--- src/rtl/fpu_addsub_param_if.sv ---
// Operand/result handshake bundle between the FPU issue stage, the adder and writeback.
interface fpu_addsub_param_if #(
    parameter int EXP_W = 8,
    parameter int MAN_W = 23
);
    localparam int W = 1 + EXP_W + MAN_W;

    logic         in_valid;
    logic         in_ready;
    logic [W-1:0] input_a;
    logic [W-1:0] input_b;
    logic         sub;
    logic [1:0]   rnd_mode;
    logic [W-1:0] output_c;
    logic         out_valid;
    logic         out_ready;
    logic         flag_invalid;
    logic         flag_overflow;
    logic         flag_underflow;
    logic         flag_inexact;

    modport master (
        output in_valid, input_a, input_b, sub, rnd_mode, out_ready,
        input  in_ready, output_c, out_valid,
               flag_invalid, flag_overflow, flag_underflow, flag_inexact
    );

    modport slave (
        input  in_valid, input_a, input_b, sub, rnd_mode, out_ready,
        output in_ready, output_c, out_valid,
               flag_invalid, flag_overflow, flag_underflow, flag_inexact
    );
endinterface

--- src/rtl/fpu_addsub_param.sv ---
// Parametrised multi-cycle IEEE-754 adder/subtractor with valid/ready handshake.
// Define FPADD_SUBNORMAL_EN for gradual underflow; otherwise subnormals flush to signed zero.
module fpu_addsub_param #(
    parameter int EXP_W = 8,
    parameter int MAN_W = 23
) (
    input  logic              clk,
    input  logic              rst,
    fpu_addsub_param_if.slave bus
);
    localparam int W     = 1 + EXP_W + MAN_W;
    localparam int SIG_W = MAN_W + 4;              // hidden + fraction + guard/round/sticky
    localparam int SH_W  = $clog2(SIG_W + 1);
    localparam int XE_W  = EXP_W + 2;              // headroom for carry and rounding increments

`ifdef FPADD_SUBNORMAL_EN
    localparam bit SUBNORM_EN = 1'b1;
`else
    localparam bit SUBNORM_EN = 1'b0;
`endif

    localparam logic [EXP_W-1:0] EXP_ONES = '1;
    localparam logic [EXP_W-1:0] EXP_MAX  = {{(EXP_W-1){1'b1}}, 1'b0};
    localparam logic [W-1:0]     QNAN     = {1'b1, EXP_ONES, 1'b1, {(MAN_W-1){1'b0}}};

    typedef enum logic [2:0] {S_IDLE, S_ALIGN, S_ADDSUB, S_NORM, S_ROUND, S_HOLD} state_t;
    typedef enum logic [1:0] {RNE = 2'b00, RTZ = 2'b01, RUP = 2'b10, RDN = 2'b11} rnd_t;

    state_t r_state, w_next;

    logic             r_sign_a, r_sign_b, r_sub;
    logic [EXP_W-1:0] r_expf_a, r_expf_b;
    logic [SIG_W-1:0] r_sig_a, r_sig_b;
    rnd_t             r_rnd;
    logic [SIG_W-1:0] r_big, r_small, r_nsig;
    logic [XE_W-1:0]  r_exp;
    logic             r_sign, r_eff_sub, r_bypass, r_sp_inv, r_nzero;
    logic [W-1:0]     r_sp_res;
    logic [SIG_W:0]   r_sum;

    logic [W-1:0]     r_out_c;
    logic             r_out_valid, r_flag_inv, r_flag_ovf, r_flag_unf, r_flag_inx;

    function automatic logic [SIG_W-1:0] unpack_sig(input logic [W-1:0] x);
        logic             hidden;
        logic [MAN_W-1:0] frac;
        hidden = |x[W-2:MAN_W];
        frac   = x[MAN_W-1:0];
        if (!SUBNORM_EN && !hidden) frac = '0;
        return {hidden, frac, 3'b000};
    endfunction

    function automatic logic [XE_W-1:0] eff_exp(input logic [EXP_W-1:0] e);
        return (e == '0) ? XE_W'(1) : {2'b00, e};
    endfunction

    function automatic logic [SH_W-1:0] lzc(input logic [SIG_W-1:0] x);
        logic [SH_W-1:0] n;
        logic            found;
        n     = SH_W'(SIG_W);
        found = 1'b0;
        for (int i = SIG_W - 1; i >= 0; i--) begin
            if (!found && x[i]) begin
                n     = SH_W'(SIG_W - 1 - i);
                found = 1'b1;
            end
        end
        return n;
    endfunction

    // NOTE: state register uses non-blocking assignment so every flop samples pre-edge values.
    always_ff @(posedge clk) begin
        if (rst) r_state <= S_IDLE;
        else     r_state <= w_next;
    end

    // NOTE: next state defaults to the current state first, so no path leaves it unassigned.
    always_comb begin
        w_next = r_state;
        case (r_state)
            S_IDLE:   if (bus.in_valid) w_next = S_ALIGN;
            S_ALIGN:  w_next = S_ADDSUB;
            S_ADDSUB: w_next = S_NORM;
            S_NORM:   w_next = S_ROUND;
            S_ROUND:  w_next = S_HOLD;
            S_HOLD:   if (bus.out_ready) w_next = S_IDLE;
            default:  w_next = S_IDLE;
        endcase
    end

    // ---------------- ALIGN: classification, special cases, operand swap and shift
    logic             w_a_nan, w_a_inf, w_a_zero, w_b_nan, w_b_inf, w_b_zero;
    logic             w_sign_b, w_eff_sub, w_a_ge, w_sign_big, w_special, w_sp_inv, w_lost;
    logic [XE_W-1:0]  w_exp_a, w_exp_b, w_exp_big, w_diff;
    logic [SIG_W-1:0] w_big, w_small_raw, w_shifted, w_small_al;
    logic [SH_W-1:0]  w_shamt;
    logic [W-1:0]     w_sp_res;

    always_comb begin
        w_a_nan    = (&r_expf_a) && (|r_sig_a[SIG_W-2:3]);
        w_a_inf    = (&r_expf_a) && !(|r_sig_a[SIG_W-2:3]);
        w_a_zero   = (r_sig_a == '0);
        w_b_nan    = (&r_expf_b) && (|r_sig_b[SIG_W-2:3]);
        w_b_inf    = (&r_expf_b) && !(|r_sig_b[SIG_W-2:3]);
        w_b_zero   = (r_sig_b == '0);
        w_sign_b   = r_sign_b ^ r_sub;
        w_eff_sub  = r_sign_a ^ w_sign_b;
        w_exp_a    = eff_exp(r_expf_a);
        w_exp_b    = eff_exp(r_expf_b);
        w_a_ge     = {w_exp_a, r_sig_a} >= {w_exp_b, r_sig_b};
        w_big       = w_a_ge ? r_sig_a : r_sig_b;
        w_small_raw = w_a_ge ? r_sig_b : r_sig_a;
        w_exp_big   = w_a_ge ? w_exp_a : w_exp_b;
        w_sign_big  = w_a_ge ? r_sign_a : w_sign_b;
        w_diff      = w_a_ge ? (w_exp_a - w_exp_b) : (w_exp_b - w_exp_a);
        w_shamt     = (w_diff >= XE_W'(SIG_W)) ? SH_W'(SIG_W) : w_diff[SH_W-1:0];
        w_shifted   = w_small_raw >> w_shamt;
        w_lost      = |(w_small_raw & ~({SIG_W{1'b1}} << w_shamt));
        w_small_al  = {w_shifted[SIG_W-1:1], w_shifted[0] | w_lost};

        w_special = 1'b1;
        w_sp_inv  = 1'b0;
        w_sp_res  = '0;
        if (w_a_nan || w_b_nan) begin
            w_sp_res = QNAN;
            w_sp_inv = 1'b1;
        end else if (w_a_inf && w_b_inf) begin
            w_sp_res = w_eff_sub ? QNAN : {r_sign_a, EXP_ONES, {MAN_W{1'b0}}};
            w_sp_inv = w_eff_sub;
        end else if (w_a_inf) begin
            w_sp_res = {r_sign_a, EXP_ONES, {MAN_W{1'b0}}};
        end else if (w_b_inf) begin
            w_sp_res = {w_sign_b, EXP_ONES, {MAN_W{1'b0}}};
        end else if (w_a_zero && w_b_zero) begin
            // Like-signed zeros keep their sign; opposite signs give +0 except toward -inf.
            w_sp_res = {(r_sign_a == w_sign_b) ? r_sign_a : (r_rnd == RDN), {(W-1){1'b0}}};
        end else if (w_a_zero) begin
            w_sp_res = {w_sign_b, r_expf_b, r_sig_b[SIG_W-2:3]};
        end else if (w_b_zero) begin
            w_sp_res = {r_sign_a, r_expf_a, r_sig_a[SIG_W-2:3]};
        end else begin
            w_special = 1'b0;
        end
    end

    // ---------------- ADDSUB: magnitudes are pre-ordered, so subtraction never goes negative
    logic [SIG_W:0] w_sum;
    assign w_sum = r_eff_sub ? ({1'b0, r_big} - {1'b0, r_small})
                             : ({1'b0, r_big} + {1'b0, r_small});

    // ---------------- NORM
    logic [SH_W-1:0]  w_lzc, w_sh;
    logic [XE_W-1:0]  w_sh_lim, w_nexp;
    logic [SIG_W-1:0] w_nsig;

    always_comb begin
        w_lzc    = lzc(r_sum[SIG_W-1:0]);
        w_sh_lim = r_exp - XE_W'(1);
        w_sh     = (XE_W'(w_lzc) > w_sh_lim) ? w_sh_lim[SH_W-1:0] : w_lzc;
        if (r_sum[SIG_W]) begin
            w_nsig = {r_sum[SIG_W:2], r_sum[1] | r_sum[0]};
            w_nexp = r_exp + XE_W'(1);
        end else begin
            w_nsig = r_sum[SIG_W-1:0] << w_sh;
            w_nexp = r_exp - XE_W'(w_sh);
        end
    end

    // ---------------- ROUND
    logic             w_tiny, w_inexact, w_up, w_rcarry, w_hidden, w_ovf;
    logic [MAN_W+1:0] w_rounded;
    logic [MAN_W-1:0] w_frac;
    logic [XE_W-1:0]  w_exp_r;
    logic [W-1:0]     w_res, w_inf, w_maxf;
    logic             w_f_inv, w_f_ovf, w_f_unf, w_f_inx;

    always_comb begin
        w_tiny    = !r_nsig[SIG_W-1];
        w_inexact = r_nsig[2] | r_nsig[1] | r_nsig[0];
        case (r_rnd)
            RNE:     w_up = r_nsig[2] & (r_nsig[1] | r_nsig[0] | r_nsig[3]);
            RTZ:     w_up = 1'b0;
            RUP:     w_up = w_inexact & !r_sign;
            default: w_up = w_inexact & r_sign;
        endcase
        w_rounded = {1'b0, r_nsig[SIG_W-1:3]} + {{(MAN_W+1){1'b0}}, w_up};
        w_rcarry  = w_rounded[MAN_W+1];
        w_frac    = w_rcarry ? w_rounded[MAN_W:1] : w_rounded[MAN_W-1:0];
        w_hidden  = w_rcarry | w_rounded[MAN_W];
        w_exp_r   = r_exp + XE_W'(w_rcarry);
        w_ovf     = w_exp_r >= {2'b00, EXP_ONES};
        w_inf     = {r_sign, EXP_ONES, {MAN_W{1'b0}}};
        w_maxf    = {r_sign, EXP_MAX, {MAN_W{1'b1}}};

        w_res   = {r_sign, w_hidden ? w_exp_r[EXP_W-1:0] : {EXP_W{1'b0}}, w_frac};
        w_f_inv = 1'b0;
        w_f_ovf = 1'b0;
        w_f_unf = SUBNORM_EN & w_tiny & w_inexact;
        w_f_inx = w_inexact;
        if (r_bypass) begin
            w_res   = r_sp_res;
            w_f_inv = r_sp_inv;
            w_f_unf = 1'b0;
            w_f_inx = 1'b0;
        end else if (r_nzero) begin
            w_res   = {r_rnd == RDN, {(W-1){1'b0}}};
            w_f_unf = 1'b0;
            w_f_inx = 1'b0;
        end else if (w_tiny && !SUBNORM_EN) begin
            w_res   = {r_sign, {(W-1){1'b0}}};
            w_f_inx = 1'b1;
        end else if (w_ovf) begin
            case (r_rnd)
                RNE:     w_res = w_inf;
                RTZ:     w_res = w_maxf;
                RUP:     w_res = r_sign ? w_maxf : w_inf;
                default: w_res = r_sign ? w_inf : w_maxf;
            endcase
            w_f_ovf = 1'b1;
            w_f_inx = 1'b1;
        end
    end

    // NOTE: datapath registers carry no reset; they are always loaded before they are consumed.
    always_ff @(posedge clk) begin
        case (r_state)
            S_IDLE: if (bus.in_valid) begin
                r_sign_a <= bus.input_a[W-1];
                r_expf_a <= bus.input_a[W-2:MAN_W];
                r_sig_a  <= unpack_sig(bus.input_a);
                r_sign_b <= bus.input_b[W-1];
                r_expf_b <= bus.input_b[W-2:MAN_W];
                r_sig_b  <= unpack_sig(bus.input_b);
                r_sub    <= bus.sub;
                r_rnd    <= rnd_t'(bus.rnd_mode);
            end
            S_ALIGN: begin
                r_big     <= w_big;
                r_small   <= w_small_al;
                r_exp     <= w_exp_big;
                r_sign    <= w_sign_big;
                r_eff_sub <= w_eff_sub;
                r_bypass  <= w_special;
                r_sp_res  <= w_sp_res;
                r_sp_inv  <= w_sp_inv;
            end
            S_ADDSUB: r_sum <= w_sum;
            S_NORM: begin
                r_nsig  <= w_nsig;
                r_exp   <= w_nexp;
                r_nzero <= (r_sum == '0);
            end
            default: ;
        endcase
    end

    always_ff @(posedge clk) begin
        if (rst) begin
            r_out_c     <= '0;
            r_out_valid <= 1'b0;
            r_flag_inv  <= 1'b0;
            r_flag_ovf  <= 1'b0;
            r_flag_unf  <= 1'b0;
            r_flag_inx  <= 1'b0;
        end else if (r_state == S_ROUND) begin
            r_out_c     <= w_res;
            r_out_valid <= 1'b1;
            r_flag_inv  <= w_f_inv;
            r_flag_ovf  <= w_f_ovf;
            r_flag_unf  <= w_f_unf;
            r_flag_inx  <= w_f_inx;
        end else if (r_state == S_HOLD && bus.out_ready) begin
            r_out_valid <= 1'b0;
        end
    end

    assign bus.in_ready       = (r_state == S_IDLE);
    assign bus.output_c       = r_out_c;
    assign bus.out_valid      = r_out_valid;
    assign bus.flag_invalid   = r_flag_inv;
    assign bus.flag_overflow  = r_flag_ovf;
    assign bus.flag_underflow = r_flag_unf;
    assign bus.flag_inexact   = r_flag_inx;
endmodule
--- src/flat_wrapper.sv ---
// flat-port wrapper written by rule: the top's interface ports become plain ports
module fpu_addsub_param_flat 
#(
    parameter int EXP_W = 8,
    parameter int MAN_W = 23
)
  (clk, rst, bus_in_valid, bus_input_a, bus_input_b, bus_sub, bus_rnd_mode, bus_out_ready, bus_in_ready, bus_output_c, bus_out_valid, bus_flag_invalid, bus_flag_overflow, bus_flag_underflow, bus_flag_inexact);
  fpu_addsub_param_if #(.EXP_W(EXP_W), .MAN_W(MAN_W)) bus_i ();
  input  logic clk;
  input  logic rst;
  input wire logic [$bits(bus_i.in_valid)-1:0] bus_in_valid;
  input wire logic [$bits(bus_i.input_a)-1:0] bus_input_a;
  input wire logic [$bits(bus_i.input_b)-1:0] bus_input_b;
  input wire logic [$bits(bus_i.sub)-1:0] bus_sub;
  input wire logic [$bits(bus_i.rnd_mode)-1:0] bus_rnd_mode;
  input wire logic [$bits(bus_i.out_ready)-1:0] bus_out_ready;
  output wire logic [$bits(bus_i.in_ready)-1:0] bus_in_ready;
  output wire logic [$bits(bus_i.output_c)-1:0] bus_output_c;
  output wire logic [$bits(bus_i.out_valid)-1:0] bus_out_valid;
  output wire logic [$bits(bus_i.flag_invalid)-1:0] bus_flag_invalid;
  output wire logic [$bits(bus_i.flag_overflow)-1:0] bus_flag_overflow;
  output wire logic [$bits(bus_i.flag_underflow)-1:0] bus_flag_underflow;
  output wire logic [$bits(bus_i.flag_inexact)-1:0] bus_flag_inexact;
  assign bus_i.in_valid = bus_in_valid;
  assign bus_i.input_a = bus_input_a;
  assign bus_i.input_b = bus_input_b;
  assign bus_i.sub = bus_sub;
  assign bus_i.rnd_mode = bus_rnd_mode;
  assign bus_i.out_ready = bus_out_ready;
  assign bus_in_ready = bus_i.in_ready;
  assign bus_output_c = bus_i.output_c;
  assign bus_out_valid = bus_i.out_valid;
  assign bus_flag_invalid = bus_i.flag_invalid;
  assign bus_flag_overflow = bus_i.flag_overflow;
  assign bus_flag_underflow = bus_i.flag_underflow;
  assign bus_flag_inexact = bus_i.flag_inexact;
  fpu_addsub_param #(.EXP_W(EXP_W), .MAN_W(MAN_W)) u_core (.clk(clk), .rst(rst), .bus(bus_i));
endmodule
--- config.mk ---
export PLATFORM = sky130hd
export DESIGN_NAME = fpu_addsub_param_flat
export DESIGN_NICKNAME = d
export VERILOG_FILES = /design/src/rtl/fpu_addsub_param_if.sv /design/src/rtl/fpu_addsub_param.sv /design/src/flat_wrapper.sv
export SDC_FILE = /design/constraint.sdc
export NUM_CORES = 1
export LEC_CHECK = 0
export CAP_MARGIN = 15
export CORE_MARGIN = 1
export CORE_UTILIZATION = 66
export DETAILED_ROUTE_END_ITERATION = 12
export PLACE_DENSITY = 0.85
export RECOVER_POWER = 50
export SLEW_MARGIN = 20
export SYNTH_ARGS = -nofsm -noshare
export SYNTH_HDL_FRONTEND = slang
export SYNTH_SLANG_ARGS = --single-unit
--- constraint.sdc ---
create_clock -name clk -period 14.3 [get_ports clk]
set_input_delay 4.29 -clock clk [delete_from_list [all_inputs] [get_ports clk]]
set_output_delay 4.29 -clock clk [all_outputs]
set_load 0.02 [all_outputs]
==> results.json, run 1 <==
{
  "status": "finished with violations",
  "violations": "max-capacitance violations, max-slew violations",
  "yosysUniqueCellTypes": 86,
  "grt_use_total_pct": 37.7,
  "yosys-top-cells-count": "edfxtp_1 (222), nor2_1 (194), nand2_1 (167), o21ai_0 (130), a21oi_1 (120)",
  "finalMaxSlewViolations": 185,
  "synth_top_family_by_area": "compound AO/OA/AOI/OAI gates",
  "grt_max_degree": 77,
  "multiInputGateArea_sq_um": 10000,
  "synth_xor_area_share_pct": 4.64,
  "antenna_found_initial": 0,
  "area_growth_pct": 11.5,
  "worstSetupPathType": "register to register",
  "design_area_sq_um": 20300,
  "synthSimpleGateAreaFrac_pct": 17.3,
  "gp_congestion": 1.01,
  "totalWireLength_mm": 54.0,
  "yosys_warnings": 0,
  "start_util_pct": 67.5,
  "rsz0062_at_grt": "false",
  "post_cts_resized": 0,
  "dpl.hpwl_mm": 40.5,
  "setup_viol": 0,
  "clk_pin_slew_ps": 70,
  "final_layout_size_suffix_gt1_share_pct": 5.09,
  "hold_start": "u_core.bus.flag_overflow$_SDFFE_PP0P_",
  "drc": 0,
  "max-vdd-ir-drop_v": 0.000113,
  "synth_most_common_cell": "edfxtp_1",
  "utilization_pct": 75.3,
  "clkSinkCount": 261,
  "dpl_worst_slack_ps": 6550,
  "ys_ff_latch": 261,
  "fillers": 1900,
  "synth_edf_count": 222,
  "slew-limit-headroom_pct": -162,
  "synth_top_area_share_pct": 36.5,
  "vias": 15900,
  "synthFlopType": "edfxtp_1",
  "clock_tree.buffer_depth": 3,
  "worst_setup_path_start_kind": "register",
  "power.share.clock_pct": 27.1,
  "cp_max_fo": 58,
  "nets": 2166,
  "netlist_instances": 1966,
  "clk_latency_ps": 570,
  "cts_tree": "done",
  "fin_ws_ps": 5410,
  "ant_nets": 0,
  "synthAdderAreaFrac_pct": 6.50,
  "async_flop_share_pct": 0,
  "cts_root_buffer": "clkbuf_16",
  "tns_ps": 0,
  "die_h_microns": 168,
  "p_int_uw": 1740,
  "period_needed_ps": 8890,
  "netSwitchingFraction_pct": 36.3,
  "p_leak_uw": 0.00751,
  "cp.required_ps": 14550,
  "crit_start": "u_core.r_expf_b[5]$_DFFE_PP_",
  "diodes": 0,
  "hold_buffers": 0,
  "power_frac_comb_pct": 35.3,
  "endpoint_kind": "register",
  "cts_setup_buffers": 0,
  "fmax_ghz": 0.112,
  "h-tree-depth": 1,
  "core-area_sq_um": 27000,
  "skew_ps": 24.0,
  "grt_pass1_wl_mm": 83.1,
  "postPlaceCellArea_sq_um": 19500,
  "num_rows": 60,
  "synth_largest_area_cell": "edfxtp_1",
  "seq_area_sq_um": 7450,
  "syn_area_sq_um": 18200,
  "syn_nets": 2130,
  "arrival_ps": 9140,
  "hold_viol": 0,
  "ios": 109,
  "viasPerCell": 6.74,
  "synth-compound-area-share_pct": 18.1,
  "tightest_slew_ps": 3930,
  "holdCritPathClass": "register to register",
  "timing.rr.start": "u_core.r_expf_b[5]$_DFFE_PP_",
  "min_period_over_period_pct": 62.2,
  "synth.area.mux_share_pct": 8.10,
  "pwr-share-seq_pct": 37.5,
  "port_buffers": 107,
  "numCtsBuffers": 27,
  "drtIter0Drc": 2003,
  "grt_pass1_vias": 15100,
  "power_density_nw_per_um2": 134,
  "overflow": 0,
  "synth.yosys.seq_area_share_pct": 40.8,
  "maxCapViolCount": 4,
  "die_area_sq_um": 28300,
  "yosys-top-cells-area": "edfxtp_1 (37%), mux2i_1 (6.4%), ha_1 (6.2%), dfxtp_1 (4.3%), nor2_1 (4.0%)",
  "die_x_microns": 168,
  "wire_per_inst_microns": 22.9,
  "netSwitchingPower_uw": 989,
  "synth_area_per_cell_sq_um": 9.28,
  "dr.pass1.iters": 6
}
cell type report:
class / instances / share of cell area (%)
Timing Repair Buffer: 129 / 5.97
Inverter: 88 / 1.62
Multi-Input combinational cell: 1495 / 49.2
Sequential cell: 261 / 36.6
Clock buffer: 29 / 3.36
Tap cell: 341 / 2.10
Clock inverter: 20 / 1.19
state kept, by name, indices dropped and copies added (netlist names), 8 cells and up:
| register | flops |
|---|---|
| u_core.r_small | 27 |
| u_core.r_sum | 28 |
| u_core.bus.output_c | 32 |
| u_core.r_expf_a | 8 |
| u_core.r_big | 24 |
| u_core.r_nsig | 27 |
| u_core.r_exp | 10 |
| u_core.r_sig_b | 24 |
| u_core.r_sig_a | 24 |
| u_core.r_sp_res | 32 |
| u_core.r_expf_b | 8 |
worst paths after layout:
path                                      endpoint  slack [ps]  depth (start not counted)
max                    u_core.r_small[0]$_DFFE_PP_        5410                         18
min          u_core.bus.flag_overflow$_SDFFE_PP0P_         460                          2
max reg2reg            u_core.r_small[0]$_DFFE_PP_        5410                         18
min reg2reg  u_core.bus.flag_overflow$_SDFFE_PP0P_         460                          2
power by group through the flow:
stage	sequential [uW]	clock (uW)	combinational (uW)
floorplan	998	0	681
global placement	1030	0	914
detailed placement	1030	0	931
CTS	1020	741	938
global route	1030	770	1040
finish	1020	740	963
metal layers:
metal	GRT usage, %	wire length [microns]	vias up
li1	-	-	7334
met1	48.2	20800	7450
met2	61.8	25000	955
met3	5.10	4830	193
met4	21.7	3390	0
met5	0	0	-
cells in the final DEF, fill, tap and decap left out, types with 13 or more instances in the layout:
cell             synthesis  layout
a211oi_1                24      24
a21o_1                  16      16
a21oi_1                120     120
a221oi_1                23      23
a22oi_1                 23      23
a31oi_1                 20      20
and2_1                  59      57
and3_1                  19      19
buf_4                    3      16
clkbuf_16                0      27
clkdlybuf4s50_1          0      86
dfxtp_1                 39      39
dlygate4sd3_1            0      21
edfxtp_1               222     222
ha_1                    90      90
inv_1                   87      87
mux2_2                  22      21
mux2i_1                117     116
nand2_1                167     167
nand2b_1                20      20
nand3_1                 36      36
nand4_1                 19      19
nor2_1                 194     194
nor2b_1                 22      21
nor3_1                  62      60
nor4_1                  27      27
o21ai_0                130     129
o21bai_1                13      13
o221ai_1                15      15
xnor2_1                 69      69
xor2_1                  24      24
logic make-up (layout without fill, tap and decap cells):
group	count (synthesis)	count (layout)
compound gates	503	503
xor+xnor	95	95
fa+ha+maj	93	93
buf+inv	210	266
flops	261	261
mux	142	142
other cells	1	1
simple gates	661	661
metrics by stage:
step | hold WS (ps) | total power (uW) | std cells
after floorplan | 498 | 1680 | 1966
after global placement | 442 | 1940 | 2314
after detailed placement | 452 | 1960 | 2314
after CTS | 459 | 2690 | 2363
after global routing | 478 | 2840 | 2363
final | 457 | 2730 | 2363
worst max-delay path: stages (launching register included):
cell and delay [ps]:
edfxtp_1 460, nor4_1 430, a41oi_1 230, ha_1 660, nand2_1 160, nor3_1 470
a31oi_1 240, nor2b_1 230, a31oi_4 160, clkbuf_1 2000, mux2i_1 390, xor2_2 630
o311ai_4 260, nor2_1 910, mux2i_1 260, mux2i_1 160, a211o_1 440, a311oi_1 290
o221ai_1 170
Note: power is estimated with default switching activity, not from simulation.
==> inputs of run 2 (changes only) <==
--- a/config.mk
+++ b/config.mk
@@ -7,9 +7,9 @@
 export LEC_CHECK = 0
 export CAP_MARGIN = 15
 export CORE_MARGIN = 1
-export CORE_UTILIZATION = 66
+export CORE_UTILIZATION = 55
 export DETAILED_ROUTE_END_ITERATION = 12
-export PLACE_DENSITY = 0.85
+export PLACE_DENSITY = 0.76
 export RECOVER_POWER = 50
 export SLEW_MARGIN = 20
 export SYNTH_ARGS = -nofsm -noshare
==> constraint.sdc (replaced) <==
create_clock -name clk -period 7.45 [get_ports clk]
set_input_delay 2.235 -clock clk [delete_from_list [all_inputs] [get_ports clk]]
set_output_delay 2.235 -clock clk [all_outputs]
set_load 0.02 [all_outputs]
==> run 2 against run 1 <==
The run still ends with max-capacitance violations, max-slew violations left; global-route usage fell by 5.4 points; flip-flop and latch count did not move; largest power group unchanged; routed wire length rose by 2.9%; sequential share of layout area fell by 0.30 points; die area rose by 20%; combinational power rose by 93%; cell area rose by 0.83%; via count barely moved; highest routed layer unchanged; sequential power rose by 94%.
==> results.json, run 2 (same netlist as run 1, synthesis figures left out) <==
{
  "setup_viol": 0,
  "crit_top_cell": "a21oi_1",
  "fmax_ghz": 0.149,
  "utilization_pct": 62.9,
  "die_h_microns": 184,
  "slew-limit-headroom_pct": -166,
  "worst_setup_path_start_kind": "register",
  "grt_max_degree": 83,
  "vias": 15900,
  "antenna_found_initial": 0,
  "layout_common_cells": "edfxtp_1 (222), nor2_1 (194), nand2_1 (167)",
  "rsz0062_at_grt": "false",
  "final_layout_size_suffix_gt1_share_pct": 5.93,
  "hold_viol": 0,
  "h-tree-depth": 1,
  "drtIter0Drc": 1650,
  "p_leak_uw": 0.00755,
  "multiInputGateArea_sq_um": 10000,
  "hold_buffers": 0,
  "fin_cells": 2483,
  "core-area_sq_um": 32600,
  "cp_max_fo": 8,
  "gp_congestion": 1.03,
  "tns_ps": 0,
  "ant_nets": 0,
  "wire_per_inst_microns": 22.4,
  "max-vdd-ir-drop_v": 0.000188,
  "ios": 109,
  "path_delay_family": "compound AO/OA/AOI/OAI gates",
  "crit_path_top_delay_cell": "or4_1",
  "die_x_microns": 184,
  "grt_use_total_pct": 32.3,
  "whs_ps": 451,
  "fillers": 2694,
  "arrival_ps": 7000,
  "nets": 2186,
  "critPathMaxStageDelay_ps": 580,
  "numCtsBuffers": 27,
  "dr.pass1.iters": 8,
  "final_common_cell": "edfxtp_1",
  "worstSetupPathType": "register to register",
  "seq_area_sq_um": 7450,
  "period_needed_ps": 6700,
  "start_util_pct": 55.9,
  "clkSinkCount": 261,
  "die_area_sq_um": 33900,
  "viasPerCell": 6.41,
  "dpl.hpwl_mm": 42.1,
  "endpoint_kind": "register",
  "num_rows": 66,
  "clk_latency_ps": 560,
  "min_period_over_period_pct": 90.0,
  "cts_setup_buffers": 0,
  "holdCritPathClass": "register to register",
  "violations": "max-capacitance violations, max-slew violations",
  "area_growth_pct": 12.4,
  "clock_tree.buffer_depth": 3,
  "tightest_slew_ps": 3990,
  "cts_tree": "done",
  "power_density_nw_per_um2": 249,
  "cts_root_buffer": "clkbuf_16",
  "maxCapViolCount": 5,
  "grt_pass1_wl_mm": 84.3,
  "totalWireLength_mm": 55.6,
  "clk_pin_slew_ps": 60,
  "drc": 0,
  "status": "finished with violations",
  "diodes": 0,
  "finalMaxSlewViolations": 251,
  "cp.required_ps": 7750,
  "post_cts_resized": 0,
  "grt_pass1_vias": 15000,
  "overflow": 0,
  "skew_ps": 27.6,
  "port_buffers": 107,
  "dp_cells": 2435,
  "path_buf_inv": 4
}
## run 2: changes by cell type in the layout (fill, tap and decap cells not counted)
cell             change
mux2_2               +1
clkinv_1             +1
clkdlybuf4s50_1      -2
o21ai_0              +1
mux2_1               -1
dlygate4sd3_1        +2
buf_4               +20
bufinv_16            -4
o21ai_1              -1
clkbuf_1             +1
clkinv_2             +1
## run 2: path summary, 6_finish.rpt
kind / from / endpoint / slack, ps / depth (start not counted)
setup / recovery: u_core.r_sum[22]$_DFFE_PP_ / u_core.r_exp[9]$_SDFFCE_PN0P_ / 750 / 31
hold / removal: u_core.bus.flag_inexact$_SDFFE_PP0P_ / u_core.bus.flag_inexact$_SDFFE_PP0P_ / 450 / 2
setup reg to reg: u_core.r_sum[22]$_DFFE_PP_ / u_core.r_exp[9]$_SDFFCE_PN0P_ / 750 / 31
hold reg to reg: u_core.bus.flag_inexact$_SDFFE_PP0P_ / u_core.bus.flag_inexact$_SDFFE_PP0P_ / 450 / 2
## run 2: report_power, final
part           total, uW  internal [uW]  leakage (uW)  switching, uW
sequential          1980           1810       0.00239            175
clock               1270            699      0.000397            569
combinational       1860            709       0.00476           1160
total               5120           3220       0.00755           1900
## run 2: through the flow
| stage | area [sq um] | setup slack [ps] | total power [uW] |
|---|---|---|---|
| detailed placement | 19700 | 795 | 3820 |
| global route | 20500 | 266 | 5330 |
| finish | 20500 | 748 | 5120 |
| CTS | 20500 | 780 | 5070 |
| floorplan | 18200 | 901 | 3220 |
| global placement | 19700 | 850 | 3790 |
## run 2: final cells by class
cell class | instances | area share (%)
inverters | 88 | 1.61
clock inverters | 18 | 0.634
clock buffers | 30 | 3.35
multi-input cells | 1495 | 48.7
repair buffers | 149 | 6.65
flip-flops and latches | 261 | 36.3
well taps | 442 | 2.70
## run 2: tightest hold or removal path: cells and delay by family, from the launching register on
family / cells / cell delay [ps]
compound gates: 1 / 50
simple gates: 1 / 50
flops: 1 / 310
## run 2: layer usage
layer | track usage, % | vias to the layer above | share of wire [%]
li1 | - | 7376 | -
met1 | 42.7 | 7554 | 41
met2 | 54.6 | 830 | 47
met3 | 3.83 | 160 | 7.4
met4 | 11.7 | 0 | 4.2
met5 | 0 | - | 0
==> inputs of run 3 (changes only) <==
--- a/config.mk
+++ b/config.mk
@@ -7,9 +7,10 @@
 export LEC_CHECK = 0
 export CAP_MARGIN = 15
 export CORE_MARGIN = 1
-export CORE_UTILIZATION = 55
+export CORE_UTILIZATION = 45
 export DETAILED_ROUTE_END_ITERATION = 12
-export PLACE_DENSITY = 0.76
+export GPL_ROUTABILITY_DRIVEN = 0
+export PLACE_DENSITY = 0.64
 export RECOVER_POWER = 50
 export SLEW_MARGIN = 20
 export SYNTH_ARGS = -nofsm -noshare
==> run 3 against run 2 <==
The flow still finishes with violations (max-capacitance violations, max-slew violations); register-to-register slack got worse by 270 ps; total power increased by 5.0%; worst hold slack got worse by 2.3 ps; clock skew increased by 3.7 ps; die area increased by 22%; critical endpoint unchanged; global-route usage decreased by 6.4 points; critical path type unchanged; non-clock buffer count decreased by 7; final cell count increased by 3.3%; setup slack got worse by 270 ps.
==> results.json, run 3 (same netlist as run 1, synthesis figures left out) <==
{
  "status": "finished with violations",
  "violations": "max-capacitance violations, max-slew violations",
  "fin_cells": 2565,
  "layout_common_cells": "edfxtp_1 (222), nor2_1 (194), nand2_1 (167)",
  "final_layout_size_suffix_gt1_share_pct": 6.03,
  "final_common_cell": "edfxtp_1",
  "post_cts_resized": 0,
  "timing.rr.start": "u_core.r_sum[21]$_DFFE_PP_",
  "num_rows": 73,
  "grt_pass1_vias": 14900,
  "fmax_ghz": 0.144,
  "max-vdd-ir-drop_v": 0.000180,
  "diodes": 0,
  "skew_ps": 31.2,
  "grt_pass1_wl_mm": 84.3,
  "min_period_over_period_pct": 93.5,
  "finalMaxSlewViolations": 216,
  "wire_per_inst_microns": 21.0,
  "totalWireLength_mm": 53.9,
  "cp_max_fo": 31,
  "overflow": 0,
  "drc": 0,
  "hold_viol": 0,
  "period_needed_ps": 6970,
  "holdCritPathClass": "register to register",
  "ios": 109,
  "holdPathStages": 2,
  "numCtsBuffers": 30,
  "clk_latency_ps": 600,
  "arrival_ps": 7300,
  "cts_setup_buffers": 0,
  "port_buffers": 107,
  "antenna_found_initial": 0,
  "power_density_nw_per_um2": 258,
  "area_growth_pct": 14.1,
  "clk_pin_slew_ps": 60,
  "power.total_uw": 5370,
  "slew-limit-headroom_pct": -171,
  "h-tree-depth": 1,
  "hold_buffers": 0,
  "nets": 2182,
  "grt_max_degree": 80,
  "r2r_end": "u_core.r_exp[9]$_SDFFCE_PN0P_",
  "worstSetupPathType": "register to register",
  "clock_tree.buffer_depth": 3,
  "dpl.hpwl_mm": 41.1,
  "die_area_sq_um": 41400,
  "tns_ps": 0,
  "regToRegSetupSlack_ps": 480,
  "cp.required_ps": 7790,
  "p_leak_uw": 0.00763,
  "reg2reg_depth": 27,
  "core-area_sq_um": 39800,
  "cts_tree": "done",
  "drtIter0Drc": 1654,
  "utilization_pct": 52.3,
  "clkSinkCount": 261,
  "vias": 15600,
  "min_to": "u_core.bus.flag_overflow$_SDFFE_PP0P_",
  "maxCapViolCount": 5,
  "viasPerCell": 6.09,
  "die_h_microns": 203,
  "worst_setup_path_start_kind": "register",
  "tightest_slew_ps": 4060,
  "ant_nets": 0,
  "dr.pass1.iters": 5,
  "dp_cells": 2511,
  "setup_viol": 0,
  "endpoint_kind": "register",
  "grt_use_total_pct": 25.9,
  "rsz0062_at_grt": "false",
  "start_util_pct": 45.8,
  "die_x_microns": 203,
  "cts_root_buffer": "clkbuf_16",
  "hold_start": "u_core.bus.flag_overflow$_SDFFE_PP0P_"
}
run 3: area by class of cell:
| class | count | area [sq um] |
|---|---|---|
| fillers | 3602 | 19000 |
| multi-input cells | 1495 | 10000 |
| flip-flops and latches | 261 | 7450 |
| repair buffers | 142 | 1310 |
| clock buffers | 36 | 773 |
| well taps | 525 | 657 |
| inverters | 88 | 330 |
| clock inverters | 18 | 295 |
run 3: where the power goes:
group	total (uW)	switching [uW]	internal [uW]
Sequential	1990	176	1810
Clock	1580	601	981
Combinational	1800	1110	697
run 3: metrics by stage:
| step | worst slack [ps] | hold slack (ps) | area (sq um) |
|---|---|---|---|
| after floorplan | 901 | 498 | 18200 |
| after global placement | 832 | 443 | 19800 |
| after detailed placement | 547 | 444 | 19800 |
| after CTS | 543 | 453 | 20800 |
| after global routing | 3.39 | 462 | 20800 |
| final | 482 | 448 | 20800 |
run 3: per-layer routing:
layer  GRT usage [%]  vias to the layer above  share of wire [%]
met5               0                        -                  0
met4            8.46                        0                3.3
met3            3.16                      133                7.6
met2            43.0                      729                 47
met1            35.1                     7387                 42
li1                -                     7366                  -
run 3: worst max-delay path by stage:
| stage | from | to | slack [ps] | depth (start not counted) |
|---|---|---|---|---|
| floorplan | u_core.r_sum[22]$_DFFE_PP_ | u_core.r_exp[9]$_SDFFCE_PN0P_ | 900 | 31 |
| global placement | u_core.r_sum[22]$_DFFE_PP_ | u_core.r_exp[9]$_SDFFCE_PN0P_ | 830 | 26 |
| detailed placement | u_core.r_sum[22]$_DFFE_PP_ | u_core.r_exp[9]$_SDFFCE_PN0P_ | 550 | 27 |
| CTS | u_core.r_sum[22]$_DFFE_PP_ | u_core.r_exp[9]$_SDFFCE_PN0P_ | 540 | 27 |
| global route | u_core.r_sum[22]$_DFFE_PP_ | u_core.r_exp[9]$_SDFFCE_PN0P_ | 3 | 27 |
| finish | u_core.r_sum[21]$_DFFE_PP_ | u_core.r_exp[9]$_SDFFCE_PN0P_ | 480 | 27 |
run 3: worst max-delay path, cell delays in order (launching register included):
cell       delay, ps
edfxtp_1         460
or4_1            570
or2_1            300
nor4_1           460
nand2_1          170
nor2_1           160
a2111oi_0         90
a31oi_1          290
ha_1             290
and4_1           200
a2111oi_0        470
o211ai_1         160
buf_4            200
mux2_2           240
buf_4            390
nor3b_1          380
xnor2_1          160
nor2_1            60
ha_1             330
a21o_1           170
a21oi_1          230
o21bai_1          90
a21oi_1          240
o21bai_1          90
a21oi_1          180
xnor2_1          150
xnor2_1          140
nor2_1            50
